--- src/rtl/wb_daq_csr_pkg.sv ---
// rtl/wb_daq_csr_pkg.sv - register map, layout constants and FSM encoding for the DAQ CSR bank
package wb_daq_csr_pkg;

  localparam int          MAX_CH          = 8;
  localparam logic [15:0] VERSION_DEFAULT = 16'h0002;

  // Word offsets inside the global block (0x00..0x0C)
  localparam logic [1:0] G_CONTROL    = 2'd0;
  localparam logic [1:0] G_IRQ_STATUS = 2'd1;
  localparam logic [1:0] G_IRQ_ENABLE = 2'd2;
  localparam logic [1:0] G_CONFIG     = 2'd3;

  // Word offsets inside each 16-byte channel block
  localparam logic [1:0] C_ADDRESS = 2'd0;
  localparam logic [1:0] C_CONTROL = 2'd1;
  localparam logic [1:0] C_STATUS  = 2'd2;
  localparam logic [1:0] C_RSVD    = 2'd3;

  typedef enum logic {
    ST_IDLE = 1'b0,
    ST_RESP = 1'b1
  } state_t;

  function automatic logic [31:0] lane_mask(input logic [3:0] sel);
    return {{8{sel[3]}}, {8{sel[2]}}, {8{sel[1]}}, {8{sel[0]}}};
  endfunction

endpackage

--- src/rtl/wb_daq_csr_channel.sv ---
// rtl/wb_daq_csr_channel.sv - one channel's ADDRESS/CONTROL registers and read mux
module wb_daq_csr_channel
  import wb_daq_csr_pkg::*;
(
  input  logic        wb_clk,
  input  logic        wb_rst,
  input  logic        wr_en,
  input  logic [1:0]  reg_sel,
  input  logic [31:0] wdata,
  input  logic [3:0]  sel,
  input  logic [31:0] ch_status,
  output logic [31:0] ch_address,
  output logic [31:0] ch_control,
  output logic [31:0] rd_data
);

  logic [31:0] mask;

  assign mask = lane_mask(sel);

  // STATUS writes are accepted by the top but simply never land here
  always_ff @(posedge wb_clk or negedge wb_rst) begin
    if (!wb_rst) begin
      ch_address <= '0;
      ch_control <= '0;
    end else if (wr_en) begin
      if (reg_sel == C_ADDRESS) ch_address <= (ch_address & ~mask) | (wdata & mask);
      if (reg_sel == C_CONTROL) ch_control <= (ch_control & ~mask) | (wdata & mask);
    end
  end

  always_comb begin
    rd_data = '0;
    case (reg_sel)
      C_ADDRESS: rd_data = ch_address;
      C_CONTROL: rd_data = ch_control;
      C_STATUS:  rd_data = ch_status;
      default:   rd_data = '0;
    endcase
  end

endmodule

--- src/rtl/wb_daq_csr_bank.sv ---
// rtl/wb_daq_csr_bank.sv - Wishbone DAQ register slave: FSM, decode, global/IRQ registers, read mux
module wb_daq_csr_bank
  import wb_daq_csr_pkg::*;
#(
  parameter int          NUM_CH  = 4,
  parameter int          AW      = 8,
  parameter logic [15:0] VERSION = VERSION_DEFAULT
) (
  input  logic                wb_clk,
  input  logic                wb_rst,
  input  logic [AW-1:0]       wb_adr_i,
  input  logic [31:0]         wb_dat_i,
  input  logic [3:0]          wb_sel_i,
  input  logic                wb_we_i,
  input  logic                wb_cyc_i,
  input  logic                wb_stb_i,
  input  logic [2:0]          wb_cti_i,
  input  logic [1:0]          wb_bte_i,
  output logic [31:0]         wb_dat_o,
  output logic                wb_ack_o,
  output logic                wb_err_o,
  output logic                wb_rty_o,
  output logic [31:0]         daq_control_reg,
  output logic [NUM_CH*32-1:0] daq_ch_address,
  output logic [NUM_CH*32-1:0] daq_ch_control,
  input  logic [NUM_CH*32-1:0] daq_ch_status,
  input  logic [NUM_CH-1:0]   daq_ch_event,
  output logic                interrupt
);

  localparam int CW = AW - 4;

  state_t            state;
  logic              access, wr, unmapped, is_global;
  logic [CW-1:0]     blk, ch_idx;
  logic [1:0]        off;
  logic [NUM_CH-1:0] ch_hit, ch_wr, irq_st, irq_en, irq_clr;
  logic [31:0]       ch_rd [NUM_CH];
  logic [31:0]       rd_mux, mask, config_word;
  logic              unused_ok;

  assign blk         = wb_adr_i[AW-1:4];
  assign off         = wb_adr_i[3:2];
  assign is_global   = (blk == '0);
  assign ch_idx      = blk - CW'(1);
  assign access      = (state == ST_IDLE) && wb_cyc_i && wb_stb_i;
  assign mask        = lane_mask(wb_sel_i);
  assign config_word = {VERSION, 8'h00, 8'(NUM_CH)};
  assign wb_rty_o    = 1'b0;
  assign unused_ok   = ^{wb_cti_i, wb_bte_i, wb_adr_i[1:0]};

  always_comb begin
    ch_hit = '0;
    for (int i = 0; i < NUM_CH; i++) ch_hit[i] = !is_global && (ch_idx == CW'(i));
    unmapped = !is_global && ((ch_hit == '0) || (off == C_RSVD));
  end

  assign wr      = access && wb_we_i && !unmapped;
  assign ch_wr   = wr ? ch_hit : '0;
  assign irq_clr = (wr && is_global && off == G_IRQ_STATUS) ?
                   (wb_dat_i[NUM_CH-1:0] & mask[NUM_CH-1:0]) : '0;

  for (genvar g = 0; g < NUM_CH; g++) begin : g_ch
    wb_daq_csr_channel u_ch (
      .wb_clk     (wb_clk),
      .wb_rst     (wb_rst),
      .wr_en      (ch_wr[g]),
      .reg_sel    (off),
      .wdata      (wb_dat_i),
      .sel        (wb_sel_i),
      .ch_status  (daq_ch_status[32*g +: 32]),
      .ch_address (daq_ch_address[32*g +: 32]),
      .ch_control (daq_ch_control[32*g +: 32]),
      .rd_data    (ch_rd[g])
    );
  end

  always_comb begin
    rd_mux = '0;
    if (is_global) begin
      case (off)
        G_CONTROL:    rd_mux = daq_control_reg;
        G_IRQ_STATUS: rd_mux = 32'(irq_st);
        G_IRQ_ENABLE: rd_mux = 32'(irq_en);
        default:      rd_mux = config_word;
      endcase
    end else begin
      for (int i = 0; i < NUM_CH; i++) if (ch_hit[i]) rd_mux = ch_rd[i];
    end
  end

  // Event set is OR-ed after the clear so a coincident event always survives W1C
  always_ff @(posedge wb_clk or negedge wb_rst) begin
    if (!wb_rst) begin
      state           <= ST_IDLE;
      wb_ack_o        <= 1'b0;
      wb_err_o        <= 1'b0;
      wb_dat_o        <= '0;
      daq_control_reg <= '0;
      irq_en          <= '0;
      irq_st          <= '0;
      interrupt       <= 1'b0;
    end else begin
      irq_st    <= (irq_st & ~irq_clr) | daq_ch_event;
      interrupt <= |(irq_st & irq_en);
      case (state)
        ST_IDLE: begin
          if (access) begin
            wb_ack_o <= !unmapped;
            wb_err_o <= unmapped;
            wb_dat_o <= (!unmapped && !wb_we_i) ? rd_mux : '0;
            if (wr && is_global && off == G_CONTROL)
              daq_control_reg <= (daq_control_reg & ~mask) | (wb_dat_i & mask);
            if (wr && is_global && off == G_IRQ_ENABLE)
              irq_en <= (irq_en & ~mask[NUM_CH-1:0]) | (wb_dat_i[NUM_CH-1:0] & mask[NUM_CH-1:0]);
            state <= ST_RESP;
          end
        end
        default: begin
          wb_ack_o <= 1'b0;
          wb_err_o <= 1'b0;
          wb_dat_o <= '0;
          state    <= ST_IDLE;
        end
      endcase
    end
  end

endmodule

--- config.mk ---
export PLATFORM = sky130hd
export DESIGN_NAME = wb_daq_csr_bank
export DESIGN_NICKNAME = d
export VERILOG_FILES = /design/src/rtl/wb_daq_csr_pkg.sv /design/src/rtl/wb_daq_csr_channel.sv /design/src/rtl/wb_daq_csr_bank.sv
export SDC_FILE = /design/constraint.sdc
export NUM_CORES = 1
export LEC_CHECK = 0
export CAP_MARGIN = 20
export CORE_UTILIZATION = 40
export DETAILED_ROUTE_END_ITERATION = 10
export GPL_ROUTABILITY_DRIVEN = 0
export GPL_TIMING_DRIVEN = 1
export PLACE_DENSITY = 0.73
export SYNTH_ARGS = -nofsm -noshare
export SYNTH_HDL_FRONTEND = slang
export SYNTH_SLANG_ARGS = --single-unit
export TNS_END_PERCENT = 20
--- constraint.sdc ---
create_clock -name wb_clk -period 2 [get_ports wb_clk]
set_input_delay 0.4 -clock wb_clk [delete_from_list [all_inputs] [get_ports wb_clk]]
set_output_delay 0.4 -clock wb_clk [all_outputs]
set_load 0.01 [all_outputs]
==> flow_summary_export.csv, run 1 <==
group,metric,value,unit
status,status,"finished with violations",
status,violations,"setup timing",
sta,tightest_slew,767,ps
sta,hold_viol,0,
pwr,p_sw_share,24.8,%
pwr,peakVddDrop,0.000547,V
global_route,antenna_found_initial,6,
sta,drv_slew,0,
global_route,gr-usage-all-layers,32.0,%
cts,h-tree-depth,2,
pwr,power.internal,12.1,mW
floorplan,dieArea,41800,µm²
synth,netlist.area_leader.share,50.6,%
floorplan,initial_core_util,40.9,%
pwr,switchingPower,3.99,mW
cts,cts_sinks,332,
floorplan,core,40100,µm²
cts,root_buffer,"clkbuf_16",
synth,ys_warn_count,0,
flow_run,max_cap_violations,0,
drt,drc,0,
cells_and_area,utilization,63.1,%
sta,min_period_over_period,101,%
sta,whs,323,ps
placement,place_ws,-777,ps
placement,place_area,23800,µm²
synth,synth.distinct_cells,53,
placement,dp.final_hpwl,49700,µm
drt,ant_nets,0,
synth,synth_seq_area_share,50.6,%
sta,clock.fmax,0.495,GHz
synth,ys_top_cells_by_count,"332 x dfrtp_1, 301 x mux2_2, 96 x mux2i_1, 72 x inv_1, 67 x o221ai_1",
floorplan,die_w,205,µm
cts,cts.clk_slew.worst_paths,60,ps
hold_path,hp-class,"input port to async pin",
synth,synth.largest_area_cell,"dfrtp_1",
drt,initialDrtViolationCount,870,
cells_and_area,stdcell_area,25300,µm²
synth,synthFlopType,"dfrtp_1",
cts,cts_tree,"yes",
sta,finalSetupViolCount,6,
worst_setup_path,rr_worst_depth,7,
sta,slew_headroom,48.8,%
cells_and_area,nets,2131,
drt,vias_per_cell,5.82,
sta,timing.final.ws_setup,-18.4,ps
cts,clockBufferDepth,3,
synth,synth_area,16400,µm²
drt,drt_wl_total,67100,µm
cells_and_area,syn_to_final_growth,54.2,%
drt,wl_per_cell,26.9,µm
pwr,powerDensity,637,nW/µm²
drt,drt_first_pass_iters,5,
global_route,grt_max_degree,72,
sta,fin_skew,16.6,ps
cells_and_area,nFillCells,3085,
drt,vias,14500,
worst_setup_path,worstSetupPathType,"input port to flop",
synth,synth-seq-cells,332,
floorplan,num_rows,73,
synth,syn_nets,1499,
sta,period_needed,2020,ps
synth,async_reset_ff_share,100,%
cells_and_area,layout-drive-gt1-share,31.1,%
synth,synth_edf_count,0,
cts,clkLatencyLatePin,530,ps
pwr,seq_power_share,43.2,%
global_route,grt_pass1_wl,98800,µm
cts,cts_inserted_buffers,37,
synth,synth.area.top_cells,"dfrtp_1 51%, mux2_2 21%, mux2i_1 5.9%",
worst_setup_path,cp-end-kind,"flop",
cells_and_area,final_cells,2497,
floorplan,die-height,205,µm
synth,synthMostInstantiatedCell,"dfrtp_1",
worst_setup_path,crit_path_max_fanout,15,
worst_setup_path,r2r-start,"state$_DFF_PN0_",
worst_setup_path,cp-start-kind,"input port",
worst_setup_path,worstPathRequired,2430,ps
pwr,p_leak,11.2,nW
placement,portBuffers,501,
worst_setup_path,crit_arrival,2450,ps
global_route,grt_overflow_total,0,
synth,syn_inst,1313,
synth,postSynthAreaPerCell,12.5,µm²
pwr,clkPwrFrac,43.5,%
global_route,first_global_vias,15200,
pwr,comb_power_share,13.3,%
floorplan,pin_count,510,
placement,dp_cells,2426,
worst_setup_path,reg2reg_slack,110,ps
power groups by stage:
stage / registers, mW / logic [mW] / clock network [mW]
2_1_floorplan: 7.10 / 0.700 / 0
4_1_cts: 6.95 / 2.13 / 7.11
3_3_place_gp: 7.07 / 2.07 / 0
3_5_place_dp: 7.08 / 2.10 / 0
6_report: 6.96 / 2.15 / 7.00
5_1_grt: 6.97 / 2.27 / 7.36
worst max path at each step:
stage | from | to | slack (ps)
2_1_floorplan | wb_adr_i[2] | flop | -50
3_3_place_gp | wb_adr_i[5] | flop | -720
3_5_place_dp | wb_adr_i[5] | flop | -780
4_1_cts | wb_adr_i[7] | flop | -30
5_1_grt | wb_adr_i[7] | wb_dat_o[29]$_DFFE_PN0P_ | -60
6_report | wb_adr_i[7] | wb_dat_o[27]$_DFFE_PN0P_ | -20
layer usage:
metal	vias to the layer above	share of wire [%]	GRT usage (%)
met5	-	0.016	0
met4	2	3.6	12.6
met3	155	7.4	6.68
met2	700	47	50.9
met1	7414	42	42.6
li1	6254	-	-
placed cells by master (no fill, tap or decap), types with 4 or more instances in the layout:
| cell | n |
|---|---|
| clkdlybuf4s50_1 | 494 |
| dfrtp_1 | 332 |
| mux2_2 | 293 |
| buf_4 | 118 |
| mux2i_1 | 96 |
| inv_1 | 71 |
| o221ai_1 | 67 |
| buf_12 | 55 |
| clkbuf_16 | 37 |
| a22oi_1 | 32 |
| o21ai_0 | 32 |
| o211ai_1 | 31 |
| nor2_4 | 28 |
| nand3b_1 | 26 |
| a31oi_1 | 26 |
| o31ai_1 | 22 |
| a22o_1 | 19 |
| o22ai_1 | 18 |
| nand2_1 | 16 |
| mux2_4 | 12 |
| buf_6 | 12 |
| a221o_1 | 11 |
| diode_2 | 6 |
| nor3_1 | 6 |
| nand3_1 | 6 |
| a21o_1 | 5 |
| nor2_2 | 5 |
| o211a_1 | 5 |
| nand4_1 | 5 |
| clkinv_2 | 5 |
| bufinv_16 | 5 |
| clkbuf_8 | 5 |
| o2111ai_2 | 4 |
| or3_1 | 4 |
| clkbuf_1 | 4 |
layout make-up:
| cell class | instances | area (µm²) | share of cell area, % |
|---|---|---|---|
| clock buffer | 46 | 1010 | 3.99 |
| antenna | 6 | 15.0 | 0.0593 |
| multi-input combinational | 815 | 7680 | 30.4 |
| timing repair buffer | 685 | 7140 | 28.2 |
| sequential | 332 | 8310 | 32.8 |
| inverter | 74 | 280 | 1.11 |
| clock inverter | 14 | 209 | 0.826 |
| tap | 525 | 657 | 2.60 |
what timing repair did:
item | CTS | global route
pin swaps | 0 | 4
hold endpoints to repair | 26 | 0
hold buffers | 1 | 0
gates resized for setup | 9 | 45
setup endpoints to repair | 242 | 306
setup buffers | 0 | 4
stage by stage:
step                      power, mW  TNS [ps]
after floorplan                7.80     -7800
after detailed placement       9.18   -191520
after CTS                      16.2      -496
after global routing           16.6      -248
final                          16.1     -54.5
after global placement         9.14   -188380
worst max-delay path: stages:
cell	delay [ps]
clkdlybuf4s50_1	450
or4_4	570
buf_6	160
nor4_4	310
buf_4	180
buf_12	160
a22oi_1	100
o31ai_1	90
cell families (layout without fill, tap and decap cells):
| logic type | after synthesis | after routing | synth area share [%] |
|---|---|---|---|
| mux | 402 | 402 | 27.0 |
| flops | 332 | 332 | 50.6 |
| compound gates | 287 | 287 | 13.4 |
| buf+inv | 166 | 819 | 4.13 |
| simple gates | 125 | 125 | 4.80 |
| other cells | 1 | 7 | 0.0229 |
Note: power is estimated with default switching activity, not from simulation.
==> run 2: changes to the inputs <==
RECOVER_POWER = 100   (was not set)
==> run 2 against run 1 <==
  * The run still ends with setup timing left
  * Routed wire length is 0.18% higher
  * Non-clock buffer count stayed put
  * Combinational power is 2% lower
  * Total power is 0.22% lower
  * Largest cell class unchanged
==> flow_summary_export.csv, run 2 (synthesis gave the netlist of run 1 again) <==
group,metric,value,unit
flow_run,max_cap_violations,0,
floorplan,core,40100,µm²
global_route,antenna_found_initial,6,
status,status,"finished with violations",
pwr,power.internal,12.1,mW
status,violations,"setup timing",
global_route,gr-max-usage-layer,"met2",
cells_and_area,nets,2131,
cts,cts.clk_slew.worst_paths,70,ps
drt,wl_per_cell,26.9,µm
worst_setup_path,worstSetupPathType,"input port to flop",
worst_setup_path,rr_worst_depth,7,
cells_and_area,syn_to_final_growth,53.0,%
placement,dp.final_hpwl,49700,µm
sta,min_period_over_period,101,%
global_route,grt_overflow_total,0,
global_route,use_met1,42.6,%
cts,h-tree-depth,2,
cells_and_area,layout-drive-gt1-share,30.7,%
cells_and_area,stdcell_area,25100,µm²
hold_path,whs_path_depth,4,
cells_and_area,final_cell_mix,"393 x clkdlybuf4s50_1, 332 x dfrtp_1, 293 x mux2_2",
cts,cts_sinks,332,
sta,drv_slew,0,
drt,vias_per_cell,5.85,
pwr,p_sw_share,24.8,%
pwr,switchingPower,3.99,mW
drt,drc,0,
worst_setup_path,crit_path_max_fanout,15,
floorplan,num_rows,73,
sta,slew_headroom,42.7,%
cts,cts_inserted_buffers,37,
sta,setup_tns,-79.2,ps
worst_setup_path,cp-start-kind,"input port",
cells_and_area,final_common_cell,"clkdlybuf4s50_1",
global_route,gr-usage-all-layers,32.0,%
global_route,grt_pass1_wl,98800,µm
floorplan,die_w,205,µm
sta,tightest_slew,859,ps
cts,clockBufferDepth,3,
sta,whs,399,ps
global_route,first_global_vias,15200,
sta,period_needed,2020,ps
pwr,peakVddDrop,0.000535,V
worst_setup_path,r2r-start,"state$_DFF_PN0_",
cts,clkLatencyLatePin,530,ps
cts,root_buffer,"clkbuf_16",
floorplan,die-height,205,µm
drt,drt_first_pass_iters,5,
pwr,clkPwrFrac,43.6,%
hold_path,min_to,"wb_dat_o[26]$_DFFE_PN0P_",
global_route,grtUsageMet3,6.68,%
floorplan,pin_count,510,
pwr,seq_power_share,43.3,%
pwr,comb_power_share,13.1,%
worst_setup_path,crit_arrival,2450,ps
hold_path,hold_path_startpoint,"wb_adr_i[3]",
worst_setup_path,reg2reg_slack,100,ps
cts,cts_tree,"yes",
drt,initialDrtViolationCount,955,
placement,place_area,23800,µm²
floorplan,dieArea,41800,µm²
drt,ant_nets,0,
sta,hold_viol,0,
sta,clock.fmax,0.495,GHz
worst_setup_path,cp-end-kind,"flop",
floorplan,initial_core_util,40.9,%
hold_path,hp-class,"input port to flop",
pwr,p_leak,11.5,nW
sta,finalSetupViolCount,6,
drt,drt_wl_total,67200,µm
global_route,grt_max_degree,72,
sta,timing.final.ws_setup,-18.2,ps
drt,vias,14600,
worst_setup_path,worstPathRequired,2430,ps
global_route,use_met2,50.9,%
pwr,powerDensity,640,nW/µm²
sta,fin_skew,18.3,ps
placement,portBuffers,501,
==> run 2: changes by cell type in the layout (fill, tap and decap cells not counted), sizes merged <==
cell	change
dlygate4sd3	+101
buf	-18
dlymetal6s2s	-1
diode	-1
clkbuf	+19
clkdlybuf4s50	-101
==> run 2: power groups by stage <==
stage                     sequential, mW  combinational [mW]  clock, mW
after floorplan                     7.10               0.700          0
after global placement              7.07                2.07          0
after detailed placement            7.08                2.10          0
after CTS                           6.95                2.13       7.11
after global routing                6.97                2.23       7.36
final                               6.95                2.11       7.01
==> run 2: cell type report <==
type | count | area [µm²]
Timing Repair Buffer | 685 | 6980
Antenna cell | 5 | 12.5
Clock inverter | 14 | 209
Multi-Input combinational cell | 815 | 7650
Sequential cell | 332 | 8310
Inverter | 74 | 280
Fill cell | 3119 | 15000
Tap cell | 525 | 657
Clock buffer | 46 | 1010
==> run 2: through the flow <==
stage / cells / power (mW) / setup WS [ps] / util (%)
after floorplan: 1313 / 7.80 / -53.6 / -
after detailed placement: 2426 / 9.18 / -777 / 59.3
final: 2496 / 16.1 / -18.2 / 62.6
after global placement: 2426 / 9.14 / -724 / 59.3
after global routing: 2495 / 16.6 / -60.0 / 62.6
after CTS: 2487 / 16.2 / -30.6 / 62.5
==> run 2: critical path: stages <==
cell	delay (ps)
clkdlybuf4s50_1	460
or4_4	570
buf_6	160
nor4_4	310
buf_4	180
buf_12	160
a22oi_1	110
o31ai_1	80
==> run 2: per-layer routing <==
layer	wire length (µm)	part of all wire, %
met5	11	0.016
met4	2390	3.6
met3	5310	7.9
met2	32000	48
met1	27500	41
==> run 2: worst max path at each step <==
stage / from / endpoint / slack [ps] / depth (start not counted)
after floorplan: wb_adr_i[2] / flop / -50 / 6
after global placement: wb_adr_i[5] / flop / -720 / 8
after detailed placement: wb_adr_i[5] / flop / -780 / 8
after CTS: wb_adr_i[7] / flop / -30 / 7
after global routing: wb_adr_i[7] / wb_dat_o[29]$_DFFE_PN0P_ / -60 / 8
final: wb_adr_i[7] / wb_dat_o[20]$_DFFE_PN0P_ / -20 / 8
==> run 2: what timing repair did <==
action                                 CTS  global route
setup buffers                            0             4
resized for setup                        9            45
pin swaps                                0             4
setup endpoints to repair              242           306
hold buffers                             1             0
endpoints found under the hold margin   26             0
==> run 3: changes to the inputs <==
CTS_CLUSTER_SIZE = 30   (was not set)
==> results of run 3 <==
Final layout, timing and power as in run 2 (identical DEF).
